[config.mk]
export PLATFORM = sky130hd
export DESIGN_NAME = rr_port_arbiter_flat
export DESIGN_NICKNAME = d
export VERILOG_FILES = /design/src/rtl/rr_port_arbiter_pkg.sv /design/src/rtl/rr_port_arbiter_if.sv /design/src/rtl/rr_port_arbiter_pick.sv /design/src/rtl/rr_port_arbiter.sv /design/src/flat_wrapper.sv
export SDC_FILE = /design/constraint.sdc
export NUM_CORES = 1
export LEC_CHECK = 0
export CAP_MARGIN = 5
export CORE_MARGIN = 2
export CORE_UTILIZATION = 41
export CTS_BUF_LIST = sky130_fd_sc_hd__clkbuf_8 sky130_fd_sc_hd__clkbuf_16
export CTS_CLUSTER_DIAMETER = 30
export CTS_CLUSTER_SIZE = 12
export DETAILED_ROUTE_END_ITERATION = 7
export PLACE_DENSITY = 0.91
export SLEW_MARGIN = 5
export SYNTH_ARGS = -nofsm -noshare
export SYNTH_HDL_FRONTEND = slang
export SYNTH_SLANG_ARGS = --single-unit
[constraint.sdc]
create_clock -name clk -period 2.7 [get_ports clk]
set_input_delay 0.54 -clock clk [delete_from_list [all_inputs] [get_ports clk]]
set_output_delay 0.54 -clock clk [all_outputs]
set_load 0.05 [all_outputs]
[src/rtl/rr_port_arbiter_pkg.sv]
// Shared types and limits for the round-robin port arbiter.
package rr_arb_pkg;

    localparam int unsigned RR_MAX_REQ = 16;
    localparam int unsigned RR_IDX_W   = $clog2(RR_MAX_REQ);

    typedef logic [RR_IDX_W-1:0] rr_idx_t;

    typedef enum logic {
        ARB  = 1'b0,
        LOCK = 1'b1
    } rr_state_e;

endpackage

[src/rtl/rr_port_arbiter_if.sv]
// Requester-side and consumer-side handshake bundle of the round-robin port arbiter.
interface rr_port_arbiter_if #(
    parameter int unsigned DATA_WIDTH = 8,
    parameter int unsigned REQ_CNT    = 4
);
    localparam int unsigned IDX_W = $clog2(REQ_CNT);

    logic [REQ_CNT-1:0][DATA_WIDTH-1:0] in_data;
    logic [REQ_CNT-1:0]                 in_valid;
    logic [REQ_CNT-1:0]                 in_ready;
    logic [DATA_WIDTH-1:0]              out_data;
    logic                               out_valid;
    logic                               out_ready;
    logic [IDX_W-1:0]                   out_grant;

    modport master (
        output in_data, in_valid, out_ready,
        input  in_ready, out_data, out_valid, out_grant
    );

    modport slave (
        input  in_data, in_valid, out_ready,
        output in_ready, out_data, out_valid, out_grant
    );

endinterface

[src/rtl/rr_port_arbiter_pick.sv]
// Combinational rotating priority picker: first set req bit at or after ptr, wrapping.
module rr_priority_pick
    import rr_arb_pkg::*;
#(
    parameter int unsigned REQ_CNT = 4
) (
    input  logic [REQ_CNT-1:0] req,
    input  rr_idx_t            ptr,
    output logic               gnt_valid,
    output rr_idx_t            gnt_idx
);
    localparam int unsigned IDX_W = $clog2(REQ_CNT);

    // Scan from the farthest offset down so the nearest hit is written last.
    always_comb begin
        int j;
        gnt_valid = 1'b0;
        gnt_idx   = '0;
        j         = 0;
        for (int i = int'(REQ_CNT) - 1; i >= 0; i--) begin
            j = int'(ptr) + i;
            if (j >= int'(REQ_CNT)) j = j - int'(REQ_CNT);
            if (req[IDX_W'(j)]) begin
                gnt_valid = 1'b1;
                gnt_idx   = RR_IDX_W'(j);
            end
        end
    end

endmodule

[src/rtl/rr_port_arbiter.sv]
// Round-robin arbiter sharing one registered output port between valid/ready requesters.
// Optional burst lock is compiled in with RR_PORT_ARBITER_BURST_EN.
module rr_port_arbiter
    import rr_arb_pkg::*;
#(
    parameter int unsigned DATA_WIDTH = 8,
    parameter int unsigned REQ_CNT    = 4,
    parameter int unsigned BURST_LEN  = 4
) (
    input  logic             clk,
    input  logic             rst,
    rr_port_arbiter_if.slave port
);
    localparam int unsigned IDX_W = $clog2(REQ_CNT);
    typedef logic [IDX_W-1:0] idx_t;

    if (REQ_CNT < 2 || REQ_CNT > RR_MAX_REQ || BURST_LEN < 1 || BURST_LEN > RR_MAX_REQ) begin : g_bad_cfg
        $error("rr_port_arbiter: REQ_CNT or BURST_LEN out of range");
    end

    logic [DATA_WIDTH-1:0] out_data_q, out_data_d;
    logic                  out_valid_q, out_valid_d;
    idx_t                  out_grant_q, out_grant_d;
    idx_t                  ptr_q, ptr_d;
    logic                  load_c, xfer_c, gnt_valid_c;
    logic [REQ_CNT-1:0]    req_c;
    rr_idx_t               gnt_idx_c;
    idx_t                  gnt_c;

    function automatic idx_t nxt(input idx_t i);
        return (int'(i) == int'(REQ_CNT) - 1) ? '0 : i + IDX_W'(1);
    endfunction

    assign load_c = !out_valid_q || port.out_ready;

    rr_priority_pick #(.REQ_CNT(REQ_CNT)) u_pick (
        .req      (req_c),
        .ptr      (RR_IDX_W'(ptr_q)),
        .gnt_valid(gnt_valid_c),
        .gnt_idx  (gnt_idx_c)
    );

    assign gnt_c         = IDX_W'(gnt_idx_c);
    assign xfer_c        = load_c && gnt_valid_c && !rst;
    assign port.in_ready = xfer_c ? (REQ_CNT'(1) << gnt_c) : '0;

    // Output register: load on a grant, drain to empty when nothing is offered.
    always_comb begin
        out_data_d  = out_data_q;
        out_grant_d = out_grant_q;
        out_valid_d = out_valid_q;
        if (xfer_c) begin
            out_data_d  = port.in_data[gnt_c];
            out_grant_d = gnt_c;
            out_valid_d = 1'b1;
        end else if (load_c) begin
            out_valid_d = 1'b0;
        end
    end

`ifdef RR_PORT_ARBITER_BURST_EN
    localparam int unsigned CNT_W = $clog2(BURST_LEN + 1);

    rr_state_e          state_q, state_d;
    idx_t               lk_q, lk_d;
    logic [CNT_W-1:0]   cnt_q, cnt_d;
    logic [REQ_CNT-1:0] lk_mask_c;

    assign lk_mask_c = REQ_CNT'(1) << lk_q;
    assign req_c     = (state_q == LOCK) ? (port.in_valid & lk_mask_c) : port.in_valid;

    // While locked the pointer stays put; it resumes just past the locked requester.
    always_comb begin
        state_d = state_q;
        lk_d    = lk_q;
        cnt_d   = cnt_q;
        ptr_d   = ptr_q;
        case (state_q)
            ARB: begin
                if (xfer_c) begin
                    if (BURST_LEN > 1) begin
                        state_d = LOCK;
                        lk_d    = gnt_c;
                        cnt_d   = CNT_W'(1);
                    end else begin
                        ptr_d = nxt(gnt_c);
                    end
                end
            end
            LOCK: begin
                if (load_c) begin
                    if (!port.in_valid[lk_q]) begin
                        state_d = ARB;
                        cnt_d   = '0;
                        ptr_d   = nxt(lk_q);
                    end else begin
                        cnt_d = cnt_q + CNT_W'(1);
                        if (cnt_q + CNT_W'(1) == CNT_W'(BURST_LEN)) begin
                            state_d = ARB;
                            cnt_d   = '0;
                            ptr_d   = nxt(lk_q);
                        end
                    end
                end
            end
            default: state_d = ARB;
        endcase
    end

    always_ff @(posedge clk or posedge rst) begin
        if (rst) begin
            state_q <= ARB;
            lk_q    <= '0;
            cnt_q   <= '0;
        end else begin
            state_q <= state_d;
            lk_q    <= lk_d;
            cnt_q   <= cnt_d;
        end
    end
`else
    assign req_c = port.in_valid;

    always_comb begin
        ptr_d = ptr_q;
        if (xfer_c) ptr_d = nxt(gnt_c);
    end
`endif

    always_ff @(posedge clk or posedge rst) begin
        if (rst) begin
            out_data_q  <= '0;
            out_grant_q <= '0;
            out_valid_q <= 1'b0;
            ptr_q       <= '0;
        end else begin
            out_data_q  <= out_data_d;
            out_grant_q <= out_grant_d;
            out_valid_q <= out_valid_d;
            ptr_q       <= ptr_d;
        end
    end

    assign port.out_data  = out_data_q;
    assign port.out_grant = out_grant_q;
    assign port.out_valid = out_valid_q;

endmodule

[src/flat_wrapper.sv]
// flat-port wrapper written by rule: the top's interface ports become plain ports
module rr_port_arbiter_flat import rr_arb_pkg::*;
#(
    parameter int unsigned DATA_WIDTH = 8,
    parameter int unsigned REQ_CNT    = 4,
    parameter int unsigned BURST_LEN  = 4
)
  (clk, rst, port_in_data, port_in_valid, port_out_ready, port_in_ready, port_out_data, port_out_valid, port_out_grant);
  rr_port_arbiter_if #(.DATA_WIDTH(DATA_WIDTH), .REQ_CNT(REQ_CNT)) port_i ();
  input  logic clk;
  input  logic rst;
  input wire logic [$bits(port_i.in_data)-1:0] port_in_data;
  input wire logic [$bits(port_i.in_valid)-1:0] port_in_valid;
  input wire logic [$bits(port_i.out_ready)-1:0] port_out_ready;
  output wire logic [$bits(port_i.in_ready)-1:0] port_in_ready;
  output wire logic [$bits(port_i.out_data)-1:0] port_out_data;
  output wire logic [$bits(port_i.out_valid)-1:0] port_out_valid;
  output wire logic [$bits(port_i.out_grant)-1:0] port_out_grant;
  assign port_i.in_data = port_in_data;
  assign port_i.in_valid = port_in_valid;
  assign port_i.out_ready = port_out_ready;
  assign port_in_ready = port_i.in_ready;
  assign port_out_data = port_i.out_data;
  assign port_out_valid = port_i.out_valid;
  assign port_out_grant = port_i.out_grant;
  rr_port_arbiter #(.DATA_WIDTH(DATA_WIDTH), .REQ_CNT(REQ_CNT), .BURST_LEN(BURST_LEN)) u_core (.clk(clk), .rst(rst), .port(port_i));
endmodule
Word-level counts from Yosys, hierarchy flattened

Cells that the tools add are included.

$add $sub $neg: 8
$lt $le $gt $ge: 9
Eq/ne operators: 1
Shifts and indexed selects: 1
Muxes and demuxes: 30
Reduce and logical (&&, ||, !) cells: 6

Operators by type and width:

| kind                | count |
|---|---|
| $mux 2              | 9 |
| $bmux 8 s2          | 1 |
| $lt 2x4->1 const B  | 4 |
| $mux 1              | 14 |
| $ge 3x3->1 const B  | 3 |
| $bmux 1 s2          | 4 |
| $mux 8              | 1 |
| $sub 2x1->2 const B | 4 |
| $add 2x2->3 const B | 2 |
| $mux 4              | 1 |
| $shl 1x2->4 const A | 1 |
| $add 2x1->3 const B | 1 |
| $ge 2x3->1 const B  | 1 |
| $lt 2x3->1 const B  | 1 |
| $add 2x1->2 const B | 1 |
| $eq 2x1->1 const B  | 1 |
| $logic_and 1x1->1   | 2 |
| $logic_not 1->1     | 2 |
| $reduce_bool 2->1   | 1 |
| $logic_or 1x1->1    | 1 |

Register bits: 13
Input bits: 39
Word-level logic and storage cells: 59

Logic depth before layout (Yosys ltp)

Depth after elaboration: 13
Depth in mapped cells: 7

By module

From an unflattened synthesis, not the netlist that was laid out.

Cells, all modules: 127
Area, all modules: 1398.8 um^2

Modules (own cells, without submodules):

| module           | instances | cells each | area an instance (um^2) | seq. area each (um^2) |
|---|---|---|---|---|
| rr_port_arbiter  | 1         | 54         | 822.0                   | 325.3 |
| rr_priority_pick | 1         | 73         | 576.8                   | 0.0 |

Worst setup path before layout

No wires, ideal clock.

Path type: input port to output port
Start point: input port_in_valid[0]
End point: output port_in_ready[0]
Arrival: 2246 ps
Path slack: -86 ps
Stages on the path: 5
Path through: a21oi_1 > o21a_1 > o22a_1 > clkbuf_1 > nor3_1

Longest elaborated chain between the ends: 10
Elaborated cells on any way between the ends: 24

Ends and longest elaborated chain:

| element                                   | line                       | RTL |
|---|---|---|
| start, declared                           | flat_wrapper.sv:13         | `input wire logic [$bits(port_i.in_valid)-1:0] port_in_valid;` |
| $bmux 1 s2                                | rr_port_arbiter_pick.sv:23 | `if (req[IDX_W'(j)]) begin` |
| $mux 1 (not written as such) (2 in a row) | rr_port_arbiter_pick.sv:23 |  |
| $mux 1 (4 in a row)                       | rr_port_arbiter_pick.sv:23 |  |
| $logic_and 1x1->1 (2 in a row)            | rr_port_arbiter.sv:44      | `assign xfer_c = load_c && gnt_valid_c && !rst;` |
| $mux 4 *                                  | rr_port_arbiter.sv:45      | `assign port.in_ready = xfer_c ? (REQ_CNT'(1) << gnt_c) : '0;` |
| end, declared                             | flat_wrapper.sv:15         | `output wire logic [$bits(port_i.in_ready)-1:0] port_in_ready;` |

Mark *: on every way between the ends. The rest lies on a longest branch, timed or not. The select of a mux whose other input is x is not followed.

Final worst setup path

Start point: input port_in_valid[2]
End point: output port_in_ready[1]

The elaborated chain is that of the path after synthesis.

==> qor.yml <==
run_status:
  status: "finished clean"
synth:
  synthCells: 111
  ys_types: 31
  syn_area_per_cell_um2: 8.61
  syn_area_um2: 956
  seq_area_frac_synth_pct: 34.0
  ys_seq_elements: 13
  yosysWarnings: 0
  synth_nets: 150
clock_tree:
  clk_pin_slew_ns: 0.06
  cts_buffers: 3
  cts_tree: "yes"
  cts-root-buf: "clkbuf_8"
  ctsHoldBuffers: 0
  insertion_delay_ns: 0.25
  cts-htree-levels: 1
  cts_sinks: 13
  cts_buffer_depth: 2
sta:
  clock.fmax_ghz: 0.373
  hold_ws_ns: 0.503
  setup_slack_ns: 0.0163
  setup_viol: 0
  skew_ns: 0.00504
  slew_violations: 0
  final-hold-violation-count: 0
  tns_ns: 0
  period_share_pct: 99.4
  worst_pin_slew_ns: 0.544
  layout_min_cycle_time_ns: 2.68
  slew_headroom_pct: 63.6
layout:
  multi_input_area_um2: 597
  final_area_um2: 1730
  area_delta_synth_final_pct: 81.0
  drive_above_1_share_pct: 21.8
  fill_cells: 148
  final_cells: 207
  final_cell_mix: "clkdlybuf4s50_1 (46), buf_4 (17), nor2_1 (14)"
  fin_nets: 219
  final_common_cell: "clkdlybuf4s50_1"
  regArea_um2: 325
  num_antenna_cells: 0
pwr:
  powerDensity_nw_per_um2: 718
  peakVddDrop_uv: 529
  leakage_nw: 0.741
critical_path:
  arrival_ns: 2.14
  r2r-end: "u_core.port.out_data[2]"
  critical_path_class: "input port to primary output"
  required_ns: 2.16
  worstPathMaxFanout: 6
  rrSetupSlack_ns: 0.72
  reg2reg_depth: 6
  r2r_start: "u_core.ptr_q[0]"
  start_kind: "input port"
  cp-end-kind: "primary output"
place:
  place_congestion: 0.887
  hpwl_um: 2660
  io_buffers: 53
  pre_cts_ws_ns: -0.0574
  post_dp_cell_area_um2: 1630
  place_inst: 201
detailed_routing:
  ant_nets: 0
  drt_iter0_markers: 67
  firstDrtPassIters: 5
  drc: 0
  wl_um: 3730
  num_vias: 1233
  avgViaCountPerCell: 5.96
  wl_per_cell_um: 18.0
hold_path:
  hold_start: "u_core.port.out_grant[1]"
  whs_path_depth: 2
  hold_end: "u_core.port.out_grant[1]"
  hold_class: "flop to flop"
floorplan:
  core_um2: 2210
  fp.dieH_um: 52.3
  ios: 54
  start_util_pct: 43.2
  floorplan.die.width_um: 52.3
  rows: 17
  die-area_um2: 2730
global_routing:
  grtUsageTotal_pct: 28.6
  grt_first_pass_wirelength_um: 5550
  gr-total-overflow: 0
  first_global_vias: 1239
  antenna_found_initial: 0
  grt_max_degree: 14
job:
  max_cap_violations: 0
-- cell usage after synthesis --
cell / count / area share, %
buf_6: 4 / 4.7
and2b_4: 1 / 1.0
buf_2: 1 / 0.52
inv_1: 4 / 1.6
a221oi_1: 8 / 7.3
nor2_1: 16 / 6.3
a21oi_2: 1 / 0.92
and2b_1: 1 / 0.79
nor3_1: 2 / 1.0
nor4_4: 1 / 2.2
a21o_1: 8 / 6.3
a21oi_1: 11 / 5.8
o21a_1: 1 / 0.79
or4_4: 1 / 1.2
nand2_2: 1 / 0.65
nand2_1: 4 / 1.6
dfrtp_1: 13 / 34
clkbuf_1: 2 / 0.79
nand3_1: 8 / 4.2
a221oi_2: 1 / 1.6
a211oi_2: 1 / 1.3
nand2_8: 1 / 2.1
and2_1: 1 / 0.65
nand2b_1: 2 / 1.3
o22ai_1: 1 / 0.65
a21boi_1: 1 / 0.79
o311a_1: 1 / 1.0
o21ai_0: 11 / 5.8
o221a_2: 1 / 1.2
a221o_1: 1 / 1.0
o22a_1: 1 / 0.92
-- timing repair --
item                       in CTS  in global routing
resized for setup               5                  7
pin swaps                       2                  2
buffers inserted                2                  0
setup endpoints to repair       4                  4
-- final cells by class --
cell class	instances	area share (%)
well taps	28	2.02
multi-input cells	87	34.5
repair buffers	71	41.2
clock inverters	1	0.217
clock buffers	3	2.39
flip-flops and latches	13	18.8
inverters	4	0.868
-- power breakdown --
| group | switching [mW] | leakage (nW) | internal (mW) |
|---|---|---|---|
| clock | 0.0792 | 0.0269 | 0.101 |
| combinational | 0.448 | 0.566 | 0.317 |
| sequential | 0.0481 | 0.148 | 0.249 |
| total | 0.575 | 0.741 | 0.667 |
-- worst max-delay path by stage --
stage                           startpoint                to  slack (ns)  cells past startpoint
final                     port_in_valid[2]  port_in_ready[1]        0.02                      8
after global routing      port_in_valid[2]  port_in_ready[1]       -0.05                      8
after CTS                 port_in_valid[1]  port_in_ready[3]       -0.03                      7
after detailed placement  port_in_valid[0]  port_in_ready[3]       -0.06                      7
after global placement    port_in_valid[3]  port_in_ready[2]       -0.03                      7
after floorplan           port_in_valid[0]  port_in_ready[1]        0.02                      6
-- flip-flops by register name (all words and copies together) (netlist names) --
name                   flops
u_core.port.out_valid      1
u_core.port.out_grant      2
u_core.ptr_q               2
u_core.port.out_data       8
-- per-layer routing --
layer  GRT usage, %  part of all wire (%)
met5              0                     0
met4           18.8                   3.6
met3           3.71                   6.1
met2           48.3                    51
met1           33.4                    39
-- cells by family after synthesis --
logic type,synth area share [%]
buf+inv,7.59
compound gates,35.3
flops,34.0
simple gates,23.0
-- critical path, cell delays in order --
cell and delay [ns]:
clkdlybuf4s50_1 0.49, buf_4 0.15, nor2_1 0.07, a21oi_1 0.26, and2_1 0.23, nand2_2 0.12
nor2_4 0.13, buf_12 0.14
-- per-stage QoR --
| step | total power [mW] | util (%) |
|---|---|---|
| after CTS | 1.22 | 76.9 |
| after detailed placement | 1.02 | 73.9 |
| final | 1.24 | 78.2 |
| after global routing | 1.30 | 78.2 |
| after global placement | 0.995 | 73.9 |
| after floorplan | 0.744 | - |
(Power assumes the default switching activity.)
